$ cat config.mk
export PLATFORM = sky130hd
export DESIGN_NAME = pc_branch_seq
export DESIGN_NICKNAME = d
export VERILOG_FILES = /design/src/rtl/pc_branch_seq.sv
export SDC_FILE = /design/constraint.sdc
export NUM_CORES = 1
export LEC_CHECK = 0
export CAP_MARGIN = 20
export CORE_ASPECT_RATIO = 2
export CORE_MARGIN = 2
export CORE_UTILIZATION = 45
export DETAILED_ROUTE_END_ITERATION = 10
export PLACE_DENSITY_LB_ADDON = 0.12
export SKIP_CTS_REPAIR_TIMING = 1
export SLEW_MARGIN = 20
export SYNTH_ARGS = -nofsm -noshare
export SYNTH_HDL_FRONTEND = slang
export SYNTH_SLANG_ARGS = --single-unit
$ cat constraint.sdc
create_clock -name CLK -period 8.8 [get_ports CLK]
set_input_delay 2.64 -clock CLK [delete_from_list [all_inputs] [get_ports CLK]]
set_output_delay 2.64 -clock CLK [all_outputs]
set_load 0.03 [all_outputs]
$ cat src/rtl/pc_branch_seq.sv
// Program-counter sequencer: owns PC, decodes the class-3 branch group
// (jump/conditional/call/return) and manages a LIFO hardware return stack.
module pc_branch_seq #(
    parameter int unsigned PC_W      = 12,
    parameter int unsigned STK_DEPTH = 4,
    parameter int unsigned PSW_W     = 8
) (
    input  logic                               CLK,
    input  logic                               RST,
    input  logic                               EN,
    input  logic [15:0]                        PRG,
    input  logic [PSW_W-1:0]                   PSW,
    input  logic [PC_W-1:0]                    RADDR,
    input  logic                               ERR_CLR,
    output logic [PC_W-1:0]                    PC,
    output logic                               TAKEN,
    output logic [$clog2(STK_DEPTH+1)-1:0]     SP,
    output logic                               STK_OVF,
    output logic                               STK_UNF
);

    localparam int unsigned SP_W  = $clog2(STK_DEPTH + 1);
    localparam int unsigned OFF_W = 7;

    logic [PC_W-1:0] pc_q, pc_d;
    logic            taken_q, taken_d;
    logic [SP_W-1:0] sp_q, sp_d;
    logic            ovf_q, ovf_d;
    logic            unf_q, unf_d;

    // Sized to the full SP index range so SP indexes it without truncation.
    logic [PC_W-1:0] stk_q [2**SP_W];

    logic             ins3, is_if, nt;
    logic [2:0]       cnd;
    logic [1:0]       mode;
    logic [OFF_W-1:0] off;
    logic [7:0]       psw_ext;
    logic             cond_bit;
    logic [PC_W-1:0]  pc_inc, target, stk_top;
    logic             push_en;
    logic             stk_full, stk_empty;

    always_comb begin
        ins3  = (PRG[15:14] == 2'b11);
        is_if = PRG[13];
        nt    = PRG[12];
        cnd   = PRG[11:9];
        mode  = PRG[8:7];
        off   = PRG[6:0];
    end

    // Flags above PSW_W read as zero through the zero-extension.
    always_comb begin
        psw_ext  = 8'(PSW);
        cond_bit = psw_ext[cnd];
    end

    always_comb begin
        pc_inc    = pc_q + PC_W'(1);
        stk_top   = stk_q[sp_q - SP_W'(1)];
        stk_full  = (sp_q == SP_W'(STK_DEPTH));
        stk_empty = (sp_q == '0);
        unique case (mode)
            2'b00:   target = PC_W'(off);
            2'b01:   target = {pc_q[PC_W-1:OFF_W], off};
            2'b10:   target = RADDR;
            default: target = pc_q + {{(PC_W-OFF_W){off[OFF_W-1]}}, off};
        endcase
    end

    // Next-state for PC, SP, TAKEN and the sticky error flags.
    always_comb begin
        pc_d    = pc_q;
        sp_d    = sp_q;
        taken_d = 1'b0;
        ovf_d   = ovf_q & ~ERR_CLR;
        unf_d   = unf_q & ~ERR_CLR;
        push_en = 1'b0;
        if (EN) begin
            pc_d = pc_inc;
            if (ins3) begin
                if (is_if) begin
                    if (nt ^ cond_bit) begin
                        pc_d    = target;
                        taken_d = 1'b1;
                    end
                end else begin
                    unique case (cnd)
                        3'b001: begin
                            pc_d    = target;
                            taken_d = 1'b1;
                            if (stk_full) begin
                                ovf_d = 1'b1;
                            end else begin
                                push_en = 1'b1;
                                sp_d    = sp_q + SP_W'(1);
                            end
                        end
                        3'b010: begin
                            if (stk_empty) begin
                                unf_d = 1'b1;
                            end else begin
                                pc_d    = stk_top;
                                sp_d    = sp_q - SP_W'(1);
                                taken_d = 1'b1;
                            end
                        end
                        default: begin
                            pc_d    = target;
                            taken_d = 1'b1;
                        end
                    endcase
                end
            end
        end
    end

    always_ff @(posedge CLK) begin
        if (RST) begin
            pc_q    <= '0;
            taken_q <= 1'b0;
            sp_q    <= '0;
            ovf_q   <= 1'b0;
            unf_q   <= 1'b0;
        end else begin
            pc_q    <= pc_d;
            taken_q <= taken_d;
            sp_q    <= sp_d;
            ovf_q   <= ovf_d;
            unf_q   <= unf_d;
        end
    end

    // Stack storage needs no reset; only entries below SP are ever read.
    always_ff @(posedge CLK) begin
        if (!RST && push_en) begin
            stk_q[sp_q] <= pc_inc;
        end
    end

    assign PC      = pc_q;
    assign TAKEN   = taken_q;
    assign SP      = sp_q;
    assign STK_OVF = ovf_q;
    assign STK_UNF = unf_q;

endmodule
==> qor.yml <==
outcome: "finished clean"
drt_iter0_drc: 151
nets: 577
final_util_pct: 56.0
hold_class: "reg2reg"
synth_area_sq_mm: 0.00589
endpoint_kind: "register"
start_util_pct: 45.6
viasPerCell: 5.89
cap_violations: 0
p_leak_nw: 2.53
die_area_sq_mm: 0.0141
cts.reportedPaths.clkPinSlew_ns: 0.06
cts.sinks: 114
cts-root-buf: "clkbuf_16"
synth_seq_cells: 114
drtPass1Iterations: 4
drcViolationCount: 0
clockBufferDepth: 2
vdd_drop_max_uv: 166
fin_ws_ns: 3.08
post_drt_wl_per_cell_microns: 21.0
pre_cts_ws_ns: 2.57
seq_area_sq_mm: 0.00324
coreArea_sq_mm: 0.0129
final_hold_viol_count: 0
port_buffers: 57
track_usage_pct: 21.7
grt_overflow: 0
gp_congestion: 0.967
p_total_mw: 1.42
finalNonFillerCells: 686
synth_flop_cell: "edfxtp_1"
multiInputGateArea_sq_mm: 0.00253
syn-num-nets: 516
place_inst: 652
cp_data_arrival_time_ns: 5.74
yosysSeqAreaShare_pct: 55.1
grt_pass1_vias: 4356
max-slew-margin-rel_pct: 27.9
fmax_ghz: 0.175
layout-drive-gt1-share_pct: 14.0
setup_viol: 0
antenna_found_initial: 0
synth_edf_count: 96
crit_path_start_kind: "input pin"
place_hpwl_mm: 10.9
n_antenna_cell: 0
grt_pass1_wl_mm: 23.0
min_period_ns: 5.72
route.vias.total: 4043
tns_ns: 0
grt_max_degree: 29
cp_max_fo: 17
die_h_microns: 166
worstMarginPinSlew_ns: 1.08
async_flop_share_pct: 0
drv_slew: 0
num-fill-cells: 1063
die_w_microns: 84.9
ant_nets: 0
htreeDepth: 4
cts_tree: "yes"
yosysWarningCount: 0
worstPathRequired_ns: 8.82
clock_latency_ns: 0.41
crit_type: "in2reg"
powerDensity_mw_per_mm2: 197
rows: 59
worst_clock_skew_ns: 0.00885
synthToLayoutAreaGrowth_pct: 22.8
synth_cells: 460
rsz0062_at_grt: "false"
io_pins: 58
wl_mm: 14.4
period_share_pct: 65.0
yosys.cell_types.count: 57
avgSynthCellArea_sq_um: 12.8
cts-buffers-inserted: 17
-- synthesized netlist by cell type (3+ instances only) --
| cell type | instances | share of area [%] |
|---|---|---|
| buf_2 | 4 | 0.34 |
| mux2i_1 | 16 | 2.7 |
| a21o_1 | 5 | 0.64 |
| a32oi_1 | 4 | 0.59 |
| xnor2_1 | 8 | 1.2 |
| mux4_2 | 24 | 9.2 |
| a31oi_1 | 10 | 1.1 |
| o21ai_0 | 17 | 1.4 |
| dfxtp_1 | 18 | 6.1 |
| nor2_1 | 40 | 2.5 |
| nand2b_1 | 6 | 0.64 |
| a221oi_1 | 3 | 0.45 |
| nor3_1 | 14 | 1.2 |
| xor2_1 | 9 | 1.3 |
| and2_1 | 4 | 0.42 |
| and3_1 | 5 | 0.53 |
| a21oi_1 | 21 | 1.8 |
| edfxtp_1 | 96 | 49 |
| o22ai_1 | 3 | 0.32 |
| nand3_1 | 11 | 0.93 |
| a211oi_1 | 11 | 1.4 |
| a22oi_1 | 4 | 0.51 |
| clkbuf_1 | 14 | 0.89 |
| inv_1 | 15 | 0.96 |
| nor3b_1 | 3 | 0.38 |
| ha_1 | 15 | 3.2 |
| nand2_1 | 31 | 2.0 |
| or3_1 | 3 | 0.32 |
| nor2b_1 | 8 | 0.85 |
| nor4_1 | 3 | 0.32 |
-- cell usage in the layout, fill, tap and decap left out, types with 11 or more instances in the layout --
master,count
a211oi_1,11
nor2_1,38
clkbuf_16,17
nor3_1,11
dfxtp_1,17
a21oi_1,21
clkdlybuf4s50_1,57
nand2_1,31
nand3_1,11
mux2i_1,16
o21ai_0,17
inv_1,15
mux4_2,24
edfxtp_1,96
ha_1,15
-- area by class of cell --
class                      count  share of cell area, %
clock buffer                  17                   5.88
timing repair buffer          60                   8.20
multi-input combinational    312                   35.0
clock inverter                15                   2.54
inverter                      16                  0.831
sequential                   114                   44.9
tap                          152                   2.63
-- final timing paths --
check                              from           to  slack [ns]  depth (start not counted)
worst max register to register    SP[0]        PC[2]        5.06                          8
worst max-delay path                 EN  stk_q[6][9]        3.08                          6
worst min register to register  STK_OVF      STK_OVF        0.48                          2
worst min-delay path            STK_OVF      STK_OVF        0.48                          2
-- registers in the layout, indices dropped and copies added, names as in the netlist --
name,count
PC,12
stk_q,96
STK_UNF,1
TAKEN,1
SP,3
STK_OVF,1
-- worst max-delay path: stages --
cell             delay [ns]
clkdlybuf4s50_1        0.89
nand2_1                0.32
or4_1                  0.57
nor3_1                 0.29
nand2_1                0.22
nor2_1                 0.81
-- report_power, final --
group | leakage [nW] | internal (mW) | total, mW | switching, mW
Combinational | 1.19 | 0.0560 | 0.127 | 0.0714
Clock | 0.279 | 0.447 | 0.696 | 0.249
Sequential | 1.06 | 0.590 | 0.597 | 0.00727
Total | 2.53 | 1.09 | 1.42 | 0.328
-- logic make-up after synthesis --
group           Yosys count  synth area share (%)
mux                      47                  14.1
flops                   114                  55.1
xor+xnor                 17                  2.53
compound gates           96                  11.2
simple gates            136                  11.3
fa+ha+maj                16                  3.53
buf+inv                  34                  2.25
-- through the flow --
stage	instance area (sq um)	hold WS, ns
global route	7230	0.521
floorplan	5890	0.597
global placement	6600	0.461
finish	7230	0.484
CTS	7210	0.483
detailed placement	6600	0.475
-- per-layer routing --
| layer | routed length, microns | global-route usage [%] | up-vias |
|---|---|---|---|
| li1 | - | - | 1930 |
| met1 | 5130 | 22.3 | 1983 |
| met2 | 8410 | 40.4 | 99 |
| met3 | 413 | 3.63 | 31 |
| met4 | 487 | 11.9 | 0 |
| met5 | 0 | 0 | - |
Power figures use the tool's default switching activity.
